**config.mk**
```make
export PLATFORM = sky130hd
export DESIGN_NAME = round_timer
export DESIGN_NICKNAME = d
export VERILOG_FILES = /design/src/rtl/round_timer.sv
export SDC_FILE = /design/constraint.sdc
export NUM_CORES = 1
export LEC_CHECK = 0
export ABC_AREA = 1
export CORE_MARGIN = 2
export CORE_UTILIZATION = 25
export CTS_BUF_LIST = sky130_fd_sc_hd__clkbuf_2 sky130_fd_sc_hd__clkbuf_4 sky130_fd_sc_hd__clkbuf_8
export DETAILED_ROUTE_END_ITERATION = 7
export SETUP_SLACK_MARGIN = 0.15
export SLEW_MARGIN = 20
export SYNTH_ARGS = -nofsm -noshare
export SYNTH_HDL_FRONTEND = slang
export SYNTH_SLANG_ARGS = --single-unit
export TNS_END_PERCENT = 5
```
**constraint.sdc**
```tcl
create_clock -name clock -period 7.7 [get_ports clock]
set_input_delay 2.31 -clock clock [delete_from_list [all_inputs] [get_ports clock]]
set_output_delay 2.31 -clock clock [all_outputs]
set_load 0.02 [all_outputs]
```
**src/rtl/round_timer.sv**
```systemverilog
// round_timer
// -----------
// Countdown timer for a game round. The remaining time is held purely as two
// BCD digits. The count decrements on each 1 Hz tick while running. Start and
// pause come from push-buttons and act on their rising edges only. When the
// count reaches 00 the round is marked expired and a single-cycle pulse is
// emitted. All outputs come straight from flops.
//
// Optional feature: define ROUND_TIMER_PENALTY_EN to enable penalties. When it
// is defined, each penalty pulse accepted while running removes PENALTY_SECS
// and pulses sub for one cycle. When it is undefined, penalty is ignored and
// sub is tied low.
//
// Parameters
//   START_SECS    round length in seconds (1..99)
//   PENALTY_SECS  seconds removed per penalty (1..9)
// Ports
//   clock         single clock, rising edge
//   reset         synchronous active-high reset
//   start         push-button level, rising edge (re)starts the round
//   pause         push-button level, rising edge toggles RUN/PAUSED
//   tick          one-cycle 1 Hz pulse from the upstream divider
//   penalty       one-cycle player-fault pulse
//   enable        upstream divider enable, high only while running
//   sub           one-cycle request to shorten the divider period
//   secs_tens     BCD tens digit of remaining seconds
//   secs_ones     BCD ones digit of remaining seconds
//   running       high while counting
//   expired       high while the round is over
//   expire_pulse  one-cycle pulse at the end of a round
module round_timer #(
    parameter int START_SECS   = 60,
    parameter int PENALTY_SECS = 5
) (
    input  logic       clock,
    input  logic       reset,
    input  logic       start,
    input  logic       pause,
    input  logic       tick,
    input  logic       penalty,
    output logic       enable,
    output logic       sub,
    output logic [3:0] secs_tens,
    output logic [3:0] secs_ones,
    output logic       running,
    output logic       expired,
    output logic       expire_pulse
);

    typedef enum logic [1:0] {IDLE, RUN, PAUSED, EXPIRED} state_t;

    localparam logic [3:0] START_TENS = 4'(START_SECS / 10);
    localparam logic [3:0] START_ONES = 4'(START_SECS % 10);

    state_t     state_q, state_d;
    logic [3:0] tens_q, tens_d;
    logic [3:0] ones_q, ones_d;
    logic       startPrev_q, pausePrev_q;
    logic       enable_q, running_q, expired_q, expirePulse_q;
    logic       expirePulse_d;
    logic       startEdge, pauseEdge;

    logic [4:0] decAmount;
    logic [4:0] decTens, decOnes, subOnes, needTens;
    logic       borrow;
    logic [3:0] newTens, newOnes;

    assign startEdge = start & ~startPrev_q;
    assign pauseEdge = pause & ~pausePrev_q;

`ifdef ROUND_TIMER_PENALTY_EN
    logic sub_q, sub_d;
    assign decAmount = {4'd0, tick} + (penalty ? 5'(PENALTY_SECS) : 5'd0);
    assign sub       = sub_q;
`else
    logic unusedPenalty;
    localparam int unusedPenaltySecs = PENALTY_SECS;
    assign unusedPenalty = penalty;
    assign decAmount     = {4'd0, tick};
    assign sub           = 1'b0;
`endif

    // BCD subtraction of decAmount (0..10) done digit by digit with a borrow,
    // saturating at 00 instead of wrapping.
    always_comb begin
        decTens  = (decAmount >= 5'd10) ? 5'd1 : 5'd0;
        decOnes  = (decAmount >= 5'd10) ? (decAmount - 5'd10) : decAmount;
        subOnes  = 5'd0;
        borrow   = 1'b0;
        newTens  = 4'd0;
        newOnes  = 4'd0;
        if ({1'b0, ones_q} >= decOnes) begin
            subOnes = {1'b0, ones_q} - decOnes;
            borrow  = 1'b0;
        end else begin
            subOnes = {1'b0, ones_q} + 5'd10 - decOnes;
            borrow  = 1'b1;
        end
        needTens = decTens + {4'd0, borrow};
        if ({1'b0, tens_q} >= needTens) begin
            newTens = tens_q - needTens[3:0];
            newOnes = subOnes[3:0];
        end
    end

    // Next-state logic. A start edge beats everything; in RUN a pause edge
    // takes the cycle and any tick/penalty arriving with it is dropped.
    always_comb begin
        state_d       = state_q;
        tens_d        = tens_q;
        ones_d        = ones_q;
        expirePulse_d = 1'b0;
`ifdef ROUND_TIMER_PENALTY_EN
        sub_d         = 1'b0;
`endif
        if (startEdge) begin
            state_d = RUN;
            tens_d  = START_TENS;
            ones_d  = START_ONES;
        end else begin
            case (state_q)
                RUN: begin
                    if (pauseEdge) begin
                        state_d = PAUSED;
                    end else begin
`ifdef ROUND_TIMER_PENALTY_EN
                        sub_d = penalty;
`endif
                        if (decAmount != 5'd0) begin
                            tens_d = newTens;
                            ones_d = newOnes;
                            if (newTens == 4'd0 && newOnes == 4'd0) begin
                                state_d       = EXPIRED;
                                expirePulse_d = 1'b1;
                            end
                        end
                    end
                end
                PAUSED: begin
                    if (pauseEdge) begin
                        state_d = RUN;
                    end
                end
                default: begin
                end
            endcase
        end
    end

    // State, count and output flags. Flags are derived from the next state so
    // they change on the same edge as the state itself.
    always_ff @(posedge clock) begin
        if (reset) begin
            state_q       <= IDLE;
            tens_q        <= START_TENS;
            ones_q        <= START_ONES;
            startPrev_q   <= 1'b0;
            pausePrev_q   <= 1'b0;
            enable_q      <= 1'b0;
            running_q     <= 1'b0;
            expired_q     <= 1'b0;
            expirePulse_q <= 1'b0;
        end else begin
            state_q       <= state_d;
            tens_q        <= tens_d;
            ones_q        <= ones_d;
            startPrev_q   <= start;
            pausePrev_q   <= pause;
            enable_q      <= (state_d == RUN);
            running_q     <= (state_d == RUN);
            expired_q     <= (state_d == EXPIRED);
            expirePulse_q <= expirePulse_d;
        end
    end

`ifdef ROUND_TIMER_PENALTY_EN
    always_ff @(posedge clock) begin
        if (reset) begin
            sub_q <= 1'b0;
        end else begin
            sub_q <= sub_d;
        end
    end
`endif

    assign enable       = enable_q;
    assign running      = running_q;
    assign expired      = expired_q;
    assign expire_pulse = expirePulse_q;
    assign secs_tens    = tens_q;
    assign secs_ones    = ones_q;

endmodule

```
After elaboration in Yosys (flattened, before gate mapping) --
Cells that the tools add are included. Widths: inputs -> output; s select.
Operators by class: add/sub/neg operators 6, order comparisons 3, equal/unequal tests 4, multiplexer cells 13, bitwise operators 7, reduce and logical (&&, ||, !) cells 6
Operators by type and width (number):
- $mux 4 | 3
- $mux 2 | 5
- $logic_not 4->1 | 2
- $sub 4x4->4 | 2
- $ge 4x5->1 | 1
- $mux 5 | 1
- $not 1->1 | 5
- $reduce_or 5->1 | 1
- $sub 1x4->5 const B | 1
- $add 4x4->4 const B | 1
- $eq 2x1->1 const B | 2
- $eq 2x2->1 const B | 2
- $ge 1x4->1 const B | 1
- $ge 4x2->1 | 1
- $pmux 2 s2 | 1
- $sub 4x2->4 | 1
- $mux 1 | 3
- $reduce_and 3->1 | 1
- $add 1x1->2 | 1
- $and 1x1->1 | 2
- $reduce_or 2->1 | 1
- $logic_and 1x1->1 | 1
Storage, ports and cells: bits in registers 15, output and inout bits 13

Logic depth before layout (Yosys ltp) --
Gate-level depths: netlist of the first run.
depth in word-level cells 15, mapped depth 20, depth with buffers taken out 20

Worst setup path after synthesis of the first run --
Ideal clock, no wire load.
kind input port to flip-flop, start point in tick, end point reg running_q (netlist: running), setup time 64 ps, data arrival time 4087 ps, slack 3549 ps, stages on the path 18, cells stage by stage ha_1 > nand2_1 > nand3_1 > inv_1 > ha_1 > ha_1 > inv_1 > nand2_1 > nand2_1 > o21ai_2 > nand2_1 > nor2_1 > nand3_1 > nand2_1 > nand2_1 > nand2_1 > nand2_2 > nor2_1
Between the ends: cells in the longest elaborated chain, start to end 15
Ends and longest elaborated chain:
- start, declared | RTL line 39 | input logic tick,
- $sub 1x4->5 or $ge 1x4->1 (tied branches) | RTL line 87, 86
- $mux 5 | RTL line 87 | decOnes = (decAmount >= 5'd10) ? (decAmount - 5'd10) : decAmount;
- $ge 4x5->1 | RTL line 92 | if ({1'b0, ones_q} >= decOnes) begin
- $mux 1 | RTL line 92
- $add 1x1->2 | RTL line 99 | needTens = decTens + {4'd0, borrow};
- $sub 4x2->4 or $ge 4x2->1 (tied branches) | RTL line 101, 100
- $mux 4 | RTL line 100 | if ({1'b0, tens_q} >= needTens) begin
- $logic_not 4->1 | RTL line 132 | if (newTens == 4'd0 && newOnes == 4'd0) begin
- $logic_and 1x1->1 | RTL line 132
- $mux 2 | RTL line 132
- $mux 2 (*) | RTL line 129 | if (decAmount != 5'd0) begin
- $mux 2 (*) | RTL line 123 | if (pauseEdge) begin
- $pmux 2 s2 (*) | RTL line 121 | case (state_q)
- $mux 2 (*) | RTL line 116 | if (startEdge) begin
- $eq 2x1->1 (*) | RTL line 170 | running_q <= (state_d == RUN);
- end signal, assigned | RTL line 170
- end, declared | RTL line 59 | logic enable_q, running_q, expired_q, expirePulse_q;
Every way passes the cells marked *; elsewhere a longest branch is shown, timed or not. A chain may end at the register's enable or synchronous reset.

Worst setup path after layout of the first run --
Ends and elaborated chain as after synthesis.

==> impl_metrics.ini, run 1 <==
[global_routing]
grt_max_degree = 18
grt_usage_pct = 9.63
grt_pass1_vias = 816
grt_first_pass_wirelength_mm = 3.38
gr-total-overflow = 0
antenna_found_initial = 0

[synth]
synth-main-ff-cell = dfxtp_1
avgSynthCellArea_um2 = 6.75
yosys.area.top_type_share_pct = 29.7
yosysUniqueCellTypes = 25
synth_edf_count = 0
ys_top_cells_by_area = dfxtp_1 30%, nand2_1 11%, ha_1 11%, inv_1 10%, nand3_1 5.4%
synth-async-reset-ratio_pct = 0
ys_warn_count = 0
synth.most_common_cell = nand2_1
ys_seq_elements = 15
syn_nets = 165
synthCells = 150
netlist.top_cell.by_area = dfxtp_1
yosysSeqAreaShare_pct = 29.7
syn_area_um2 = 1010
synthTopCellsByCount = 31 x nand2_1, 27 x inv_1, 15 x dfxtp_1

[die]
dieArea_um2 = 4570
rows = 23
initial_utilization_pct = 25.7
core_area_um2 = 3940
die_x_um = 67.6
die_height_um = 67.6
io_pins = 19

[clock_network]
cts_buffers = 3
post_cts_buffers = 0
cts_root_buffer = clkbuf_8
h-tree-depth = 1
cts_tree = done
clock_sinks = 15
cts_resized = 0
cts_hold_buf = 0
clk_pin_slew_worst_paths_ns = 0.07
clockBufferDepth = 2
worstSkewPairLatency_ns = 0.25

[layout]
antenna_cells = 0
area_growth_pct = 25.0
n_fill_cell = 414
drive_gt1_share_pct = 11.4
fin_nets = 183
final_util_pct = 32.1

[critical_path]
reg2reg_depth = 16
required_ns = 7.84
r2r-start = secs_ones[2]
cp-startpoint = tick
crit_path_start_kind = input pin
arrival_ns = 4.86
cp-endpoint = running
cp-end-kind = register
cp_max_fo = 8
reg2reg_setup_slack_ns = 5.15
worst-setup-path-type = in2reg
reg2reg_to = running

[pwr]
irDropWorstVdd_uv = 48.4
p_leak_uw = 0.000594
power.density_nw_per_um2 = 156

[detailed_routing]
drtPass1Iterations = 4
vias = 899
ant_nets = 0
routed_wirelength_mm = 1.94
routed_via_density = 4.14
wl_per_cell_um = 8.94
drc = 0
drt_iter0_drc = 15

[timing]
finClkSkew_ns = 0.00631
post-route-period-util_pct = 61.2
post-route-min-period_ns = 4.72
clock.fmax_mhz = 212
hold_viol_final = 0
grt_setup_unrepaired = no
setup_viol = 0
drv_slew = 0
finalSetupTns_ns = 0

[outcome]
status = completed

[place]
hpwl_mm = 1.57
portBuffers = 16
place_congestion = 0.820

[flow_run]
drv_cap = 0

[hold_path]
hold_path.class = reg2reg
## where the power goes
group / leakage [uW] / switching, uW / internal [uW]
Clock: 0.0000217 / 28.6 / 36.3
Sequential: 0.000122 / 3.50 / 81.4
Combinational: 0.000450 / 28.4 / 19.3
## kinds of logic after synthesis
logic type      Yosys count  synth area share, %
simple gates             68                 32.9
buf+inv                  35                 13.7
compound gates           21                 11.4
flops                    15                 29.7
fa+ha+maj                 9                 11.1
xor+xnor                  1                0.865
other cells               1                0.370
## placed cells by master (no fill, tap or decap)
cell type        netlist  routed
a21oi_1                8       8
a31oi_1                1       1
clkbuf_8               0       3
clkdlybuf4s50_1        0      16
clkinv_1               1       1
clkinvlp_4             0       1
conb_1                 1       1
dfxtp_1               15      15
ha_1                   9       9
inv_1                 27      27
inv_2                  4       4
nand2_1               31      31
nand2_2                2       2
nand3_1               11      11
nand3_2                3       3
nand3_4                1       1
nand4_1                2       2
nor2_1                13      13
nor2_2                 2       2
nor2_4                 2       2
nor3_1                 1       1
o211ai_1               2       2
o21ai_0                8       8
o21ai_1                1       1
o21ai_2                1       1
xnor2_1                1       1
## worst max-delay path, cell delays in order
cell and delay (ns):
clkdlybuf4s50_1 0.53, ha_1 0.26, inv_2 0.06, nor2_2 0.14, nand3_1 0.13, inv_1 0.08
ha_1 0.19, ha_1 0.27, nand3_4 0.17, nand2_2 0.13, inv_2 0.04, nor2_2 0.06
nand3_1 0.07, o21ai_1 0.13, nand2_1 0.09, a21oi_1 0.14, nor2_1 0.06
## how the worst min path moves through the flow
stage,depth (start not counted),to,start,slack [ns]
2_1_floorplan,2,expire_pulse,startPrev_q,0.53
3_3_place_gp,2,secs_tens[1],secs_tens[1],0.54
3_5_place_dp,2,secs_tens[1],secs_tens[1],0.54
4_1_cts,2,secs_tens[1],secs_tens[1],0.55
5_1_grt,2,secs_tens[1],secs_tens[1],0.57
6_report,2,secs_tens[1],secs_tens[1],0.54
## layout make-up
type | instances | area, um2 | share of cell area [%]
Timing Repair Buffer | 16 | 160 | 12.7
Clock buffer | 3 | 41.3 | 3.26
Inverter | 32 | 120 | 9.50
Multi-Input combinational cell | 100 | 573 | 45.3
Clock inverter | 1 | 7.51 | 0.593
Sequential cell | 15 | 300 | 23.7
Tap cell | 50 | 62.6 | 4.95
## through the flow
| stage | hold WS (ns) | cells | power, uW | cell area, um2 | setup WS [ns] |
|---|---|---|---|---|---|
| 3_5_place_dp | 0.542 | 213 | 135 | 1220 | 2.70 |
| 4_1_cts | 0.551 | 217 | 202 | 1260 | 2.96 |
| 2_1_floorplan | 0.530 | 150 | 121 | 1010 | 3.55 |
| 5_1_grt | 0.572 | 217 | 212 | 1260 | 2.62 |
| 6_report | 0.544 | 217 | 198 | 1260 | 2.98 |
| 3_3_place_gp | 0.537 | 213 | 134 | 1220 | 2.68 |
## layer usage
metal	vias to the layer above	share of wire [%]	GRT usage, %
li1	501	-	-
met1	384	49	12.9
met2	14	48	15.0
met3	0	2.8	2.50
met4	0	0	3.06
met5	-	0	0
## registers in the layout, indices dropped and copies added, names as in the netlist
name,flops
secs_ones,4
secs_tens,4
state_q,2
expire_pulse,1
expired,1
pausePrev_q,1
running,1
startPrev_q,1
Note: power is estimated with default switching activity, not from simulation.
==> run 2: changes to the inputs <==
==> constraint.sdc (replaced) <==
create_clock -name clock -period 4.9 [get_ports clock]
set_input_delay 1.47 -clock clock [delete_from_list [all_inputs] [get_ports clock]]
set_output_delay 1.47 -clock clock [all_outputs]
set_load 0.02 [all_outputs]
==> impl_metrics.ini, run 2 (synthesis results as in run 1) <==
[outcome]
status = completed

[place]
place_congestion = 0.816
placed_area_um2 = 1220
hpwl_mm = 1.62
portBuffers = 16

[die]
initial_utilization_pct = 25.7
io_pins = 19
dieArea_um2 = 4570
die_height_um = 67.6
rows = 23
die_x_um = 67.6
core_area_um2 = 3940

[global_routing]
gr-total-overflow = 0
grt_max_degree = 18
grt_pass1_vias = 843
grt_usage_pct = 10.3
grt_first_pass_wirelength_mm = 3.53
antenna_found_initial = 0

[timing]
finClkSkew_ns = 0.00539
post-route-min-period_ns = 3.89
tightest_slew_ns = 0.545
post-route-period-util_pct = 79.4
drv_slew = 0
clock.fmax_mhz = 257
hold_viol_final = 0
grt_setup_unrepaired = no
slew_headroom_pct = 63.6
setup_viol = 0
finalSetupTns_ns = 0

[critical_path]
cpMostUsedCell = nand2_1
worst-setup-path-type = in2reg
cp-end-kind = register
crit_path_start_kind = input pin
reg2reg_setup_slack_ns = 2.31
path_cells = clkdlybuf4s50_1 -> ha_1 -> inv_2 -> nor2_2 -> nand3_1 -> inv_1 -> ha_1 -> ha_1 -> inv_1 -> nand2_1 -> nand2_1 -> o21ai_2 -> nand2_1 -> nor2_1 -> nand3_1 -> nand2_1 -> nand2_1 -> nand2_1 -> nand2_2 -> nor2_1
critPathSlowestCell = clkdlybuf4s50_1
cp_max_fo = 4
arrival_ns = 4.08
required_ns = 5.08
max_stage_delay_ns = 0.52

[clock_network]
h-tree-depth = 1
cts_root_buffer = clkbuf_8
post_cts_buffers = 0
cts_tree = done
clk_pin_slew_worst_paths_ns = 0.06
cts_resized = 0
clockBufferDepth = 2
cts_buffers = 3
worstSkewPairLatency_ns = 0.25
cts_hold_buf = 0
clock_sinks = 15

[layout]
n_fill_cell = 425
final_util_pct = 32.1
area_growth_pct = 25.0
stdcell_area_um2 = 1260
layout_common_cells = 31 x nand2_1, 27 x inv_1, 16 x clkdlybuf4s50_1, 15 x dfxtp_1, 13 x nor2_1
fin_nets = 183
layout_commonest_cell = nand2_1
antenna_cells = 0
drive_gt1_share_pct = 11.4

[detailed_routing]
met3WireLength_um = 80
vias = 916
drc = 0
wl_per_cell_um = 9.50
wl_met1_um = 981
routed_via_density = 4.22
drtPass1Iterations = 4
top_layer = met4
ant_nets = 0
drt_iter0_drc = 28
routed_wirelength_mm = 2.06
met2WireLength_um = 978

[flow_run]
drv_cap = 0

[pwr]
power.density_nw_per_um2 = 250
p_leak_uw = 0.000598
irDropWorstVdd_uv = 73.7

[hold_path]
hold_path.class = reg2reg
run 2: stage by stage:
stage	instances	total power, uW	worst slack, ns	hold slack, ns
CTS	217	319	0.971	0.544
detailed placement	213	212	0.727	0.536
global placement	213	211	0.728	0.537
finish	217	316	1.01	0.542
global route	217	337	0.697	0.598
floorplan	150	191	1.59	0.530
run 2: power by group:
part | internal, uW | switching [uW]
clock network | 63.1 | 43.3
registers | 128 | 5.63
logic | 30.5 | 45.4
run 2: path summary, 6_finish.rpt:
kind	startpoint	endpoint	cells after the start
worst max register to register	secs_ones[2]	running	19
worst max-delay path	tick	running	20
worst min register to register	secs_tens[1]	secs_tens[1]	2
worst min-delay path	secs_tens[1]	secs_tens[1]	2
run 2: final cells by class:
cell class	count	area [um2]	area share, %
repair buffers	16	160	12.7
clock buffers	4	48.8	3.86
well taps	50	62.6	4.95
multi-input cells	100	573	45.3
inverters	32	120	9.50
flip-flops and latches	15	300	23.7
run 2: worst max-delay path: cells and delay by family:
kind | cells | cell delay [ns]
AND/OR/NAND/NOR | 12 | 1.02
adder cells (fa/ha/maj) | 3 | 0.73
AO/OA/AOI/OAI | 1 | 0.14
buffers and inverters | 4 | 0.72
run 2: layer usage:
layer | GRT usage (%) | vias to the layer above
met5 | 0 | -
li1 | - | 501
met1 | 13.2 | 397
met3 | 2.83 | 3
met2 | 15.9 | 15
met4 | 4.59 | 0
